## src/rtl/ex_muldiv_sequencer_pkg.sv

```systemverilog
// Shared definitions for the RV32M multiply/divide sequencer.
// Latency: n/a (types and constants only).
// Backpressure: n/a.
package ex_muldiv_sequencer_pkg;

  localparam int MD_XLEN  = 32;
  localparam int MD_CNT_W = 5;

  // funct3 encodings of the M-extension ops
  localparam logic [2:0] MD_MUL    = 3'b000;
  localparam logic [2:0] MD_MULH   = 3'b001;
  localparam logic [2:0] MD_MULHSU = 3'b010;
  localparam logic [2:0] MD_MULHU  = 3'b011;
  localparam logic [2:0] MD_DIV    = 3'b100;
  localparam logic [2:0] MD_DIVU   = 3'b101;
  localparam logic [2:0] MD_REM    = 3'b110;
  localparam logic [2:0] MD_REMU   = 3'b111;

  typedef enum logic [1:0] {
    IDLE = 2'd0,
    CALC = 2'd1,
    FIX  = 2'd2,
    DONE = 2'd3
  } md_state_t;

  // rs1 is interpreted as signed for these ops (MUL low half is sign-agnostic)
  function automatic logic a_is_signed(input logic [2:0] f3);
    return (f3 == MD_MULH) || (f3 == MD_MULHSU) || (f3 == MD_DIV) || (f3 == MD_REM);
  endfunction

  // rs2 is interpreted as signed for these ops (MULHSU keeps rs2 unsigned)
  function automatic logic b_is_signed(input logic [2:0] f3);
    return (f3 == MD_MULH) || (f3 == MD_DIV) || (f3 == MD_REM);
  endfunction

endpackage

```

## src/rtl/ex_muldiv_sequencer_datapath.sv

```systemverilog
// Iterative magnitude datapath: shift-add multiply / restoring divide, one bit per step.
// Latency: XLEN step strobes, result combinational from the registers while fix is high.
// Backpressure: none; purely strobe driven by the sequencer FSM.
module md_iter_datapath #(
  parameter int XLEN = 32
) (
  input  logic            clk,
  input  logic            rst,
  input  logic            load,
  input  logic            step,
  input  logic            fix,
  input  logic            is_div,
  input  logic            sel_hi,
  input  logic            neg_q,
  input  logic            neg_r,
  input  logic [XLEN-1:0] op_a,
  input  logic [XLEN-1:0] op_b,
  output logic [XLEN-1:0] result
);

  // acc: product high half / partial remainder; lo: product low half / dividend->quotient
  logic [XLEN-1:0]   acc;
  logic [XLEN-1:0]   lo;
  logic [XLEN-1:0]   dvs;
  logic [XLEN:0]     mul_sum;
  logic [XLEN:0]     div_shift;
  logic [XLEN:0]     div_trial;
  logic [2*XLEN-1:0] prod;
  logic [2*XLEN-1:0] prod_fix;
  logic [XLEN-1:0]   quo_fix;
  logic [XLEN-1:0]   rem_fix;

  // One iteration of each algorithm, computed from the current registers
  always_comb begin
    mul_sum   = {1'b0, acc} + (lo[0] ? {1'b0, dvs} : '0);
    div_shift = {acc, lo[XLEN-1]};
    div_trial = div_shift - {1'b0, dvs};
  end

  // Operand load and per-cycle iteration
  always_ff @(posedge clk or posedge rst) begin
    if (rst) begin
      acc <= '0;
      lo  <= '0;
      dvs <= '0;
    end else if (load) begin
      acc <= '0;
      lo  <= op_a;
      dvs <= op_b;
    end else if (step) begin
      if (is_div) begin
        // restore (keep shifted value) when the trial subtract borrows
        if (div_trial[XLEN]) begin
          acc <= div_shift[XLEN-1:0];
          lo  <= {lo[XLEN-2:0], 1'b0};
        end else begin
          acc <= div_trial[XLEN-1:0];
          lo  <= {lo[XLEN-2:0], 1'b1};
        end
      end else begin
        acc <= mul_sum[XLEN:1];
        lo  <= {mul_sum[0], lo[XLEN-1:1]};
      end
    end
  end

  // Sign correction and result selection; output is forced low outside the fix cycle
  always_comb begin
    prod     = {acc, lo};
    prod_fix = neg_q ? -prod : prod;
    quo_fix  = neg_q ? -lo   : lo;
    rem_fix  = neg_r ? -acc  : acc;
    result   = '0;
    if (fix) begin
      if (is_div) result = sel_hi ? rem_fix : quo_fix;
      else        result = sel_hi ? prod_fix[2*XLEN-1:XLEN] : prod_fix[XLEN-1:0];
    end
  end

endmodule

```

## src/rtl/ex_muldiv_sequencer.sv

```systemverilog
// RV32M MUL/DIV/REM controller for the EX stage; stalls the front end while iterating.
// Latency: XLEN+2 cycles from accepted start to o_done; 1 cycle for div-by-zero / overflow.
// Backpressure: o_stall holds PC/IF/ID/ID-EX while busy; drops in DONE so EX/MEM captures o_result.
module ex_muldiv_sequencer
  import ex_muldiv_sequencer_pkg::*;
#(
  parameter int XLEN  = MD_XLEN,
  parameter int CNT_W = MD_CNT_W
) (
  input  logic            i_clk,
  input  logic            i_reset,
  input  logic            i_start,
  input  logic [2:0]      i_funct3,
  input  logic [XLEN-1:0] i_op_a,
  input  logic [XLEN-1:0] i_op_b,
  input  logic            i_flush,
  output logic            o_stall,
  output logic            o_busy,
  output logic            o_done,
  output logic [XLEN-1:0] o_result
);

  localparam logic [XLEN-1:0] INT_MIN = {1'b1, {(XLEN-1){1'b0}}};

  md_state_t       state;
  logic [CNT_W-1:0] cnt;
  logic [2:0]      f3_q;
  logic            neg_q_r;
  logic            neg_r_r;

  logic            accept;
  logic            sign_a;
  logic            sign_b;
  logic [XLEN-1:0] mag_a;
  logic [XLEN-1:0] mag_b;
  logic            div_zero;
  logic            div_ovf;
  logic            special;
  logic [XLEN-1:0] special_res;
  logic            sel_hi;
  logic [XLEN-1:0] dp_result;

  // Operand decode at issue: signs, magnitudes and the two results known without iterating
  always_comb begin
    sign_a      = a_is_signed(i_funct3) & i_op_a[XLEN-1];
    sign_b      = b_is_signed(i_funct3) & i_op_b[XLEN-1];
    mag_a       = sign_a ? -i_op_a : i_op_a;
    mag_b       = sign_b ? -i_op_b : i_op_b;
    div_zero    = i_funct3[2] && (i_op_b == '0);
    div_ovf     = ((i_funct3 == MD_DIV) || (i_funct3 == MD_REM)) &&
                  (i_op_a == INT_MIN) && (i_op_b == '1);
    special     = div_zero || div_ovf;
    special_res = '0;
    if (div_zero)     special_res = i_funct3[1] ? i_op_a : '1;
    else if (div_ovf) special_res = i_funct3[1] ? '0 : INT_MIN;
  end

  assign accept  = (state == IDLE) && i_start && !i_flush;
  assign o_stall = !i_reset && (accept || (state == CALC) || (state == FIX));
  // MULH* take the high product half, REM* take the remainder
  assign sel_hi  = f3_q[2] ? f3_q[1] : (f3_q[1:0] != 2'b00);

  md_iter_datapath #(.XLEN(XLEN)) u_dp (
    .clk    (i_clk),
    .rst    (i_reset),
    .load   (accept && !special),
    .step   (state == CALC),
    .fix    (state == FIX),
    .is_div (f3_q[2]),
    .sel_hi (sel_hi),
    .neg_q  (neg_q_r),
    .neg_r  (neg_r_r),
    .op_a   (mag_a),
    .op_b   (mag_b),
    .result (dp_result)
  );

  // Sequencer FSM with registered busy/done/result
  always_ff @(posedge i_clk or posedge i_reset) begin
    if (i_reset) begin
      state    <= IDLE;
      cnt      <= '0;
      f3_q     <= '0;
      neg_q_r  <= 1'b0;
      neg_r_r  <= 1'b0;
      o_busy   <= 1'b0;
      o_done   <= 1'b0;
      o_result <= '0;
    end else begin
      o_done <= 1'b0;
      if (i_flush) begin
        // killed op: no done pulse, previous result stays visible
        state  <= IDLE;
        cnt    <= '0;
        o_busy <= 1'b0;
      end else begin
        case (state)
          IDLE: begin
            if (i_start) begin
              f3_q    <= i_funct3;
              neg_q_r <= sign_a ^ sign_b;
              neg_r_r <= sign_a;
              o_busy  <= 1'b1;
              cnt     <= '0;
              if (special) begin
                o_result <= special_res;
                o_done   <= 1'b1;
                state    <= DONE;
              end else begin
                state <= CALC;
              end
            end
          end
          CALC: begin
            cnt <= cnt + CNT_W'(1);
            if (cnt == CNT_W'(XLEN-1)) state <= FIX;
          end
          FIX: begin
            o_result <= dp_result;
            o_done   <= 1'b1;
            state    <= DONE;
          end
          DONE: begin
            // pipeline advances this cycle; the next op is taken from IDLE
            o_busy <= 1'b0;
            state  <= IDLE;
          end
          default: begin
            o_busy <= 1'b0;
            state  <= IDLE;
          end
        endcase
      end
    end
  end

endmodule

```

## config.mk

```make
export PLATFORM = sky130hd
export DESIGN_NAME = ex_muldiv_sequencer
export DESIGN_NICKNAME = d
export VERILOG_FILES = /design/src/rtl/ex_muldiv_sequencer_pkg.sv /design/src/rtl/ex_muldiv_sequencer_datapath.sv /design/src/rtl/ex_muldiv_sequencer.sv
export SDC_FILE = /design/constraint.sdc
export NUM_CORES = 1
export LEC_CHECK = 0
export CORE_UTILIZATION = 40
export DETAILED_ROUTE_END_ITERATION = 12
export SLEW_MARGIN = 40
export SYNTH_ARGS = -nofsm -noshare
export SYNTH_HDL_FRONTEND = slang
export SYNTH_HIERARCHICAL = 1
export SYNTH_SLANG_ARGS = --single-unit
```

## constraint.sdc

```tcl
create_clock -name i_clk -period 3.49 [get_ports i_clk]
set_input_delay 0.349 -clock i_clk [delete_from_list [all_inputs] [get_ports i_clk]]
set_output_delay 0.349 -clock i_clk [all_outputs]
set_load 0.02 [all_outputs]
```

==> flow_metrics.env <==
export IMPL_synth_area_mm2=0.0148
export IMPL_post_place_ws_ns=-0.432
export IMPL_remaining_drc_errors=0
export IMPL_wl_per_cell_um=21.1
export IMPL_clockBufferDepth=2
export IMPL_final_fill_count=3495
export IMPL_area_growth_pct=29.2
export IMPL_overflow=0
export IMPL_ys_seq_elements=142
export IMPL_endpoint_kind="flip-flop"
export IMPL_finClkSkew_ns=0.0135
export IMPL_die_w_um=194
export IMPL_synth_top_area_share_pct=24.1
export IMPL_fin_setup_tns_ns=-2.34
export IMPL_grt_pass1_wl_um=85900
export IMPL_fmax_mhz=275
export IMPL_grt_total_usage_pct=29.2
export IMPL_power_leakage_nw=8.37
export IMPL_setup_viol=29
export IMPL_grt_max_degree=68
export IMPL_antenna_cells=0
export IMPL_async_flop_share_pct=100
export IMPL_synth_flop_cell="dfrtp_1"
export IMPL_status="complete, but fails checks"
export IMPL_ys_top_cells_by_count="246 x nand2_1, 201 x o21ai_0, 142 x dfrtp_1, 132 x nor2_1, 126 x a21oi_1"
export IMPL_hpwl_um=43500
export IMPL_htree_levels=4
export IMPL_pwr_density_cell_mw_per_mm2=979
export IMPL_gp_congestion=0.970
export IMPL_first_iter_violations=1511
export IMPL_grt_pass1_vias=14715
export IMPL_synth_largest_area_cell="dfrtp_1"
export IMPL_finalHoldViolations=0
export IMPL_period_share_pct=104
export IMPL_synth_edf_count=0
export IMPL_synthTopCellsByArea="dfrtp_1 24%, xnor2_1 6.8%, o21ai_0 6.8%"
export IMPL_wl_um=55900
export IMPL_synth_cell_types=85
export IMPL_peakVddDrop_v=0.000493
export IMPL_yosysMostFrequentCell="nand2_1"
export IMPL_regToRegEndpoint="u_dp/acc[2]"
export IMPL_drt_vias_per_instance=5.94
export IMPL_finalPower_mw=18.7
export IMPL_synthCells=1915
export IMPL_antenna_found_initial=0
export IMPL_fin_nets=2320
export IMPL_yosysWarnings=6
export IMPL_floorplan_rows=70
export IMPL_portBuffers=105
export IMPL_cts_tree="built"
export IMPL_r2r_cells=14
export IMPL_core_region_area_mm2=0.0364
export IMPL_crit_path_max_fanout=9
export IMPL_ant_nets=0
export IMPL_tightestPinTransition_ns=0.703
export IMPL_worst_slew_margin_rel_pct=52.8
export IMPL_num_io_pins=106
export IMPL_numCtsBuffers=17
export IMPL_cts_sinks=142
export IMPL_maxCapViolations=0
export IMPL_drive_gt1_share_pct=19.0
export IMPL_start_util_pct=40.5
export IMPL_clk_latency_ns=0.44
export IMPL_first_pass_iters=6
export IMPL_fp_dieH_um=194
export IMPL_min_period_ns=3.63
export IMPL_syn_area_per_cell_um2=7.71
export IMPL_start_kind="flip-flop"
export IMPL_path_class="reg -> reg"
export IMPL_crit_arrival_ns=3.96
export IMPL_violations="setup timing"
export IMPL_cp_required_ns=3.82
export IMPL_drv_slew=0
export IMPL_dpl_cell_area_mm2=0.0178
export IMPL_routed_via_count=15764
export IMPL_hold_path_class="in -> async"
export IMPL_path_clk_slew_ns=0.07
export IMPL_clockRootBuffer="clkbuf_16"
export IMPL_r2r_start="u_dp/acc[2]"
export IMPL_rsz0062_at_grt="yes"
export IMPL_finalWorstSetupSlack_ns=-0.141
export IMPL_synth_nets=2063
export IMPL_ff2ff_setup_slack_ns=-0.14
export IMPL_die_area_mm2=0.0377
export IMPL_seq_area_frac_synth_pct=24.1
export IMPL_postLayoutCellArea_mm2=0.0191
sequential cells by signal (all words and copies together), names as in the netlist:
| register | flops |
|---|---|
| o_result | 32 |
| u_dp/acc | 32 |
| u_dp/dvs | 32 |
| u_dp/lo | 32 |
| cnt | 5 |
| f3_q | 3 |
| state | 2 |
| neg_q_r | 1 |
| neg_r_r | 1 |
| o_busy | 1 |
| o_done | 1 |
what timing repair did:
action	CTS	global route
gates cloned	1	0
hold buffers	0	0
endpoints found under the setup margin	35	43
pin swaps	13	39
resized for setup	42	80
buffers inserted	13	11
layout make-up:
class / count / area (um^2) / share of cell area (%)
Sequential cell: 142 / 3560 / 18.7
Tap cell: 468 / 586 / 3.07
Clock inverter: 13 / 198 / 1.04
Clock buffer: 19 / 453 / 2.37
Inverter: 73 / 282 / 1.48
Timing Repair Buffer: 367 / 3180 / 16.7
Multi-Input combinational cell: 1571 / 10800 / 56.7
worst max-delay path by stage:
stage / from / to / slack (ns) / depth (start not counted)
global route: u_dp/dvs[0] / u_dp/acc[14] / -0.21 / 14
detailed placement: u_dp/dvs[0] / u_dp/acc[31] / -0.43 / 13
CTS: u_dp/dvs[0] / u_dp/acc[16] / -0.14 / 14
finish: u_dp/acc[2] / u_dp/acc[2] / -0.14 / 14
global placement: u_dp/dvs[0] / u_dp/acc[31] / -0.39 / 13
floorplan: u_dp/acc[0] / u_dp/acc[18] / 0.09 / 14
power breakdown:
group | leakage (nW) | switching (mW) | internal, mW
clock network | 0.322 | 0.839 | 1.26
logic | 6.24 | 7.92 | 5.84
registers | 1.81 | 0.561 | 2.25
worst max-delay path: stages, from the launching register on:
cell and delay, ns:
dfrtp_1 0.39, buf_4 0.18, ha_1 0.38, o211ai_1 0.13
a21o_1 0.22, a211oi_4 0.32, o2111ai_4 0.20, a211oi_4 0.38
o41ai_4 0.14, a311oi_4 0.36, buf_12 0.21, buf_12 0.13
mux2i_1 0.20, o21ai_1 0.09, a22o_1 0.18
through the flow:
step                cells  util (%)  hold slack [ns]
detailed placement   2599      48.9            0.484
floorplan            1915         -            0.470
finish               2653      52.4            0.471
CTS                  2644      51.4            0.454
global placement     2597      48.8            0.481
global route         2653      52.4            0.510
kinds of logic after synthesis:
group / count (synthesis) / synth area share, %
compound gates: 596 / 25.5
simple gates: 619 / 20.4
fa+ha+maj: 77 / 6.62
flops: 142 / 24.1
mux: 96 / 7.00
buf+inv: 202 / 5.52
xor+xnor: 183 / 10.9
routing by layer:
metal	track usage [%]	up-vias	part of all wire, %
li1	-	7408	-
met1	43.2	7635	48
met2	44.6	649	43
met3	3.77	72	6.6
met4	7.35	0	2.0
met5	0	-	0
placed cells by master, fill, tap and decap left out, types with 69 or more instances in the layout:
cell type / count
a21oi_1: 117
buf_4: 240
clkdlybuf4s50_1: 105
dfrtp_1: 134
ha_1: 71
inv_1: 69
nand2_1: 242
nor2_1: 126
o21ai_0: 183
xnor2_1: 114
Note: power is estimated with default switching activity, not from simulation.
